**config.mk**
```make
export PLATFORM = sky130hd
export DESIGN_NAME = datapath_o
export DESIGN_NICKNAME = d
export VERILOG_FILES = /design/src/rtl/datapath_o.sv
export SDC_FILE = /design/constraint.sdc
export NUM_CORES = 1
export LEC_CHECK = 0
export BUFFER_PORTS_ARGS = -buffer_cell sky130_fd_sc_hd__buf_2
export CORE_MARGIN = 10
export CORE_UTILIZATION = 35
export CTS_CLUSTER_DIAMETER = 200
export DETAILED_ROUTE_END_ITERATION = 8
export PLACE_DENSITY = 0.47
export SYNTH_ARGS = -nofsm -noshare
export SYNTH_HDL_FRONTEND = slang
export SYNTH_SLANG_ARGS = --single-unit
```
**constraint.sdc**
```tcl
create_clock -name clk -period 7.1 [get_ports clk]
set_clock_uncertainty 0.2 [all_clocks]
set_input_delay 1.42 -clock clk [delete_from_list [all_inputs] [get_ports clk]]
set_output_delay 1.42 -clock clk [all_outputs]
set_load 0.03 [all_outputs]
```
**src/rtl/datapath_o.sv**
```systemverilog
// -----------------------------------------------------------------------------
// datapath_o
//
// Execution datapath for the control_o sequencer. Each cycle the 16-bit
// control word is decoded into two operand selects, an ALU operation, a
// destination register and a write strobe. The registered flags mayor/zero/neg
// feed the sequencer's branch logic. A host port loads and reads the register
// file around a run.
//
// Ports:
//   clk        in            rising-edge clock
//   rst        in            synchronous active-high reset (clears R0..R15 and flags)
//   i_signal   in  [15:0]    control word {cnt_alu[2:0], slc_mux_a[3:0],
//                            slc_mux_b[3:0], slc_reg[3:0], w}
//   load_en    in            host write strobe
//   load_addr  in  [3:0]     host write index
//   load_data  in  [WIDTH-1:0] host write data
//   rd_addr    in  [3:0]     host read index
//   rd_data    out [WIDTH-1:0] combinational R[rd_addr]
//   alu_out    out [WIDTH-1:0] combinational ALU result for i_signal
//   mayor      out           registered A > B (unsigned)
//   zero       out           registered result == 0
//   neg        out           registered result MSB
// -----------------------------------------------------------------------------
module datapath_o #(
  parameter int WIDTH = 8
) (
  input  logic             clk,
  input  logic             rst,
  input  logic [15:0]      i_signal,
  input  logic             load_en,
  input  logic [3:0]       load_addr,
  input  logic [WIDTH-1:0] load_data,
  input  logic [3:0]       rd_addr,
  output logic [WIDTH-1:0] rd_data,
  output logic [WIDTH-1:0] alu_out,
  output logic             mayor,
  output logic             zero,
  output logic             neg
);

  localparam logic [2:0] OP_NOP = 3'b000;
  localparam logic [2:0] OP_ADD = 3'b001;
  localparam logic [2:0] OP_SUB = 3'b010;
  localparam logic [2:0] OP_AND = 3'b011;
  localparam logic [2:0] OP_PSA = 3'b100;
  localparam logic [2:0] OP_PSB = 3'b101;
  localparam logic [2:0] OP_OR  = 3'b110;
  localparam logic [2:0] OP_XOR = 3'b111;

  // ALU core; carry and borrow fall off the top because the result is WIDTH bits.
  function automatic logic [WIDTH-1:0] alu_f(
    input logic [2:0]       op,
    input logic [WIDTH-1:0] a,
    input logic [WIDTH-1:0] b
  );
    logic [WIDTH-1:0] r;
    r = '0;
    case (op)
      OP_NOP: r = '0;
      OP_ADD: r = a + b;
      OP_SUB: r = a - b;
      OP_AND: r = a & b;
      OP_PSA: r = a;
      OP_PSB: r = b;
      OP_OR:  r = a | b;
      OP_XOR: r = a ^ b;
      default: r = '0;
    endcase
    return r;
  endfunction

  // ---- stage p0: decode, operand read, ALU (all combinational) ----
  logic [2:0]       op_p0;
  logic [3:0]       sel_a_p0;
  logic [3:0]       sel_b_p0;
  logic [3:0]       dst_p0;
  logic             w_p0;
  logic [WIDTH-1:0] a_p0;
  logic [WIDTH-1:0] b_p0;
  logic [WIDTH-1:0] res_p0;
  logic             alu_wr_p0;

  logic [WIDTH-1:0] rf [16];

  assign op_p0    = i_signal[15:13];
  assign sel_a_p0 = i_signal[12:9];
  assign sel_b_p0 = i_signal[8:5];
  assign dst_p0   = i_signal[4:1];
  assign w_p0     = i_signal[0];

  // Reads see the pre-edge contents, so self-reference uses the old value.
  assign a_p0    = rf[sel_a_p0];
  assign b_p0    = rf[sel_b_p0];
  assign res_p0  = alu_f(op_p0, a_p0, b_p0);
  assign alu_out = res_p0;
  assign rd_data = rf[rd_addr];

  // A host load to the same index takes priority over ALU write-back.
  assign alu_wr_p0 = w_p0 && !(load_en && (load_addr == dst_p0));

  // ---- stage p1: register file and flag registers ----
  logic mayor_p1;
  logic zero_p1;
  logic neg_p1;

  always_ff @(posedge clk) begin
    if (rst) begin
      for (int i = 0; i < 16; i++) begin
        rf[i] <= '0;
      end
    end else begin
      if (alu_wr_p0) begin
        rf[dst_p0] <= res_p0;
      end
      if (load_en) begin
        rf[load_addr] <= load_data;
      end
    end
  end

  // NOP keeps the flags so the sequencer's idle word does not disturb a pending branch.
  always_ff @(posedge clk) begin
    if (rst) begin
      mayor_p1 <= 1'b0;
      zero_p1  <= 1'b0;
      neg_p1   <= 1'b0;
    end else if (op_p0 != OP_NOP) begin
      mayor_p1 <= (a_p0 > b_p0);
      zero_p1  <= (res_p0 == '0);
      neg_p1   <= res_p0[WIDTH-1];
    end
  end

  assign mayor = mayor_p1;
  assign zero  = zero_p1;
  assign neg   = neg_p1;

endmodule

```
---- Word level (Yosys, flattened, before mapping) ----
Memories as Yosys holds them, arrays and structs flattened.
Index checks and enable logic that the tools add are counted.
word-level totals
  output and inout port bits .............. 19
  register bits ........................... 3
  logic and storage cells ................. 41
  bits of input ports ..................... 35
  bits in writable memories ............... 128
  memories ................................ 1
memory list
  memory  depth  width  rd ports  clocked after memory_dff  wr ports  RTL line  source
  rf      16     8      3         0                         16        84        logic [WIDTH-1:0] rf [16];
operators by class
  add/subtract/negate cells ............... 2
  bitwise gates (word level) .............. 3
  reduce and logical (&&, ||, !) cells .... 8
  eq/ne operators ......................... 8
  mux-type cells .......................... 15
  order comparisons ....................... 1
operators with widths
  operator                                                               number
  8-bit case mux with 8 select lines                                     1
  8-bit 2-to-1 mux                                                       2
  8-bit OR reduction                                                     2
  3-bit equality test, second input constant                             4
  1-bit 2-to-1 mux                                                       10
  8-bit adder                                                            1
  8-bit bitwise AND                                                      1
  8-bit > comparator                                                     1
  8-bit zero test                                                        1
  4-bit 2-to-1 mux                                                       2
  8-bit OR                                                               1
  8-bit subtractor                                                       1
  8-bit XOR                                                              1
  3-bit by 2-bit equality test with 1-bit output, second input constant  2
  4-bit equality test                                                    1
  3-bit by 1-bit equality test with 1-bit output, second input constant  1
  3-bit zero test                                                        1
  3-bit nonzero test                                                     1
  1-bit logical AND                                                      2
  1-bit zero test                                                        1

---- Longest topological paths before layout ----
  word-level depth ........................ 9
  gate-level depth with buffers ........... 18
  gate-level depth less buffers ........... 13

---- Worst setup path before layout ----
Ideal clock, no wire load.
  kind .................................... input -> output
  start ................................... input port i_signal[5]
  end ..................................... output port alu_out[7]
  arrival time ............................ 5.150 ns
  required time ........................... 5.480 ns
  slack ................................... 0.330 ns
  stages on the path ...................... 16
  buffers on the path ..................... 4
  cells stage by stage .................... buf_2 > buf_2 > buf_4 > mux4_2 > mux2i_1 > nand2_1 > o21ai_0 > ha_1 > or2_2 > a21o_1 > nor2_1 > nor3_1 > a221o_1 > a21oi_1 > buf_2 > inv_1
between the ends
  cells in the longest elaborated chain, start to end .. 3
  elaborated cells on any way between the ends .. 7
  classes of those cells .................. add/sub: 2; mux: 1; bitwise: 3; memory: 1
ends and longest elaborated chain
  what                                            RTL line  source
  from (decl)                                     30        input logic [15:0] i_signal,
  memory read 16 x 8 bit *                        --
  8-bit subtractor, or another cell as far along  62        OP_SUB: r = a - b;
  8-bit case mux with 8 select lines *            59        case (op)
  to (decl)                                       36        output logic [WIDTH-1:0] alu_out,
Every way passes the cells marked *; elsewhere a longest branch is shown, timed or not.

---- Final worst setup path ----
  start ................................... input port i_signal[6]
  end ..................................... output port alu_out[6]
Same word-level chain as after synthesis.

==> flow_summary.ini <==
[status]
outcome = complete, no violations

[drt]
wl_per_cell_um = 29.08
wl_um = 37920
drc = 0
via_per_inst = 6.266
dr.pass1.iters = 5
ant_nets = 0
vias = 8171
dr.first_iter.drc_count = 972

[yosys]
yosys_warnings = 0
netlist_area_um2 = 10290
syn_nets = 935
synth_cell_type_count = 74
synth_area_leader_cell = edfxtp_1
synth_edf_count = 128
syn_area_per_cell_um2 = 11.77
syn_inst = 874
synth-async-reset-ratio_pct = 0
ys_ff_latch = 131
synth_area_leaders = edfxtp_1 (37%), mux4_2 (20%), a22o_1 (5.6%), mux4_1 (3.8%), o21ai_0 (3.7%)
ys_seq_area_share_pct = 37.93
synthFlopType = edfxtp_1
synth_top_area_share_pct = 37.35

[layout]
post-route-util_pct = 40.27
syn_to_final_growth_pct = 12.92
n_fill_cell = 2794
drive_above_1_share_pct = 25.98
fin_area_um2 = 11620
final_nets = 968
antenna_cells = 0
seq_area_um2 = 3904
multiInputGateArea_um2 = 5878

[power_and_ir_drop]
peakVddDrop_v = 0.0001470
clock_power_share_pct = 37.3
p_total_w = 0.002554
p_comb_share_pct = 26.4
p_leak_nw = 4.276
switching_share_pct = 34.01
p_int_w = 0.001685
powerDensity_nw_per_um2 = 219.8
p_switching_w = 0.0008687
pwr-share-seq_pct = 36.3

[worst_setup_path]
crit_type = input port to output port
arrival_ps = 5130
endpoint_kind = output port
critPathLaunchType = input port
required_ps = 5480
crit_fanout = 16

[grt]
antenna_found_initial = 0
grt_max_degree = 33
track_usage_pct = 20.96
overflow = 0
grt_pass1_vias = 7976
grt_pass1_wl_um = 55950

[cts]
numCtsBuffers = 17
worst_skew_pair.late_latency_ps = 440
cts_resized = 0
htree_levels = 4
clkSinkCount = 131
clock_path_buffers = 2
postCtsSetupBuffers = 0
clockRootBuffer = clkbuf_16
ctsHoldBuffers = 0
cts_tree = yes
clk_pin_slew_ps = 70

[floorplan]
die_area_um2 = 36660
core_um2 = 28860
rows = 62
die_x_um = 191.5
die_h_um = 191.5
pin_count = 54
initial_utilization_pct = 35.66

[sta]
slew_violations = 0
setup_viol = 0
hold_viol = 0
whs_ps = 251.3
rsz0062_at_grt = false
max_freq_ghz = 0.1481
fin_crit_sh_pct = 95.08
slew_headroom_pct = 40.36
worst_pin_slew_ps = 887.8
setup_tns_ps = 0
post-route-min-period_ps = 6751

[place]
dp_hpwl_um = 29240
place_area_um2 = 10990
gp_congestion = 0.8880
port-buffer-count = 53

[min_path]
hold_path_class = flop to flop

[flow_run]
maxCapViolations = 0
-- final cells by class --
class                      count  share of cell area (%)
clock buffer                  17                   3.661
tap                          384                   4.134
timing repair buffer          95                   5.103
inverter                      35                   1.130
clock inverter                15                   1.798
sequential                   131                   33.59
multi-input combinational    627                   50.58
-- synthesized netlist by cell type, drive strengths merged (4+ instances only) --
| cell type | instances |
|---|---|
| mux2i | 21 |
| nor2 | 44 |
| ha | 24 |
| nor3 | 16 |
| nor2b | 11 |
| nand2 | 97 |
| nor3b | 7 |
| edfxtp | 128 |
| and3b | 4 |
| o211ai | 4 |
| mux2 | 7 |
| mux4 | 107 |
| nand2b | 18 |
| o21ai | 81 |
| clkbuf | 44 |
| a22o | 66 |
| o21bai | 4 |
| a211oi | 5 |
| or3 | 18 |
| nand4 | 4 |
| buf | 37 |
| a21oi | 13 |
| nand3 | 10 |
| inv | 35 |
-- cells in the final DEF (no fill, tap or decap), types with 5 or more instances in the layout --
cell / instances
edfxtp_1: 128
nand2_1: 97
mux4_2: 92
o21ai_0: 77
a22o_1: 66
buf_2: 53
nor2_1: 44
buf_4: 41
inv_1: 35
ha_1: 24
mux2i_1: 21
or3_1: 18
nand2b_1: 18
clkbuf_16: 17
nor3_1: 16
mux4_1: 15
a21oi_1: 12
nor2b_1: 11
nand3_1: 10
nor3b_1: 7
mux2_2: 7
inv_8: 5
-- layer usage --
| metal | routed length (um) | GRT usage (%) | part of all wire (%) | up-vias |
|---|---|---|---|---|
| li1 | - | - | - | 3536 |
| met1 | 16220 | 28.11 | 43 | 4157 |
| met2 | 18310 | 34.16 | 48 | 410 |
| met3 | 2296 | 2.788 | 6.1 | 68 |
| met4 | 1103 | 7.212 | 2.9 | 0 |
| met5 | 0 | 0 | 0 | - |
-- registers in the layout, summed over array words and instances, names as in the netlist --
signal,cells
rf,128
mayor,1
neg,1
zero,1
-- power groups by stage --
stage	logic, W	registers, W	clock network (W)
floorplan	0.000459	0.000923	0
CTS	0.000675	0.000926	0.000961
global route	0.000726	0.000930	0.000998
detailed placement	0.000673	0.000943	0
finish	0.000675	0.000928	0.000952
global placement	0.000676	0.000943	0
-- final timing paths --
check | start | endpoint | slack (ps) | depth (start not counted)
hold / removal | mayor | mayor | 250 | 2
setup / recovery | i_signal[6] | alu_out[6] | 350 | 11
setup reg to reg | rf[6][0] | rf[1][4] | 2460 | 13
hold reg to reg | mayor | mayor | 250 | 2
-- through the flow --
stage	setup slack [ps]	std cells
after floorplan	329.9	874
after global placement	311.2	1272
after detailed placement	324.9	1272
after CTS	333.1	1304
after global routing	68.21	1304
final	349.3	1304
-- worst max-delay path, stage by stage --
cell	delay (ps)
buf_2	390
buf_4	330
mux4_2	530
mux2_2	320
o21ai_0	350
ha_1	440
nor3b_1	210
o31ai_1	270
o311ai_0	190
a2111o_1	470
buf_2	200
-- cell families after synthesis --
group | synth area share (%)
and+or+nand+nor | 11.89
AOI/OAI and AO/OA | 14.77
muxes | 26.77
DFF | 37.93
buffers and inverters | 4.985
adders and majority gates | 3.307
xor gates and xnor gates | 0.3405
Power figures use the tool's default switching activity.
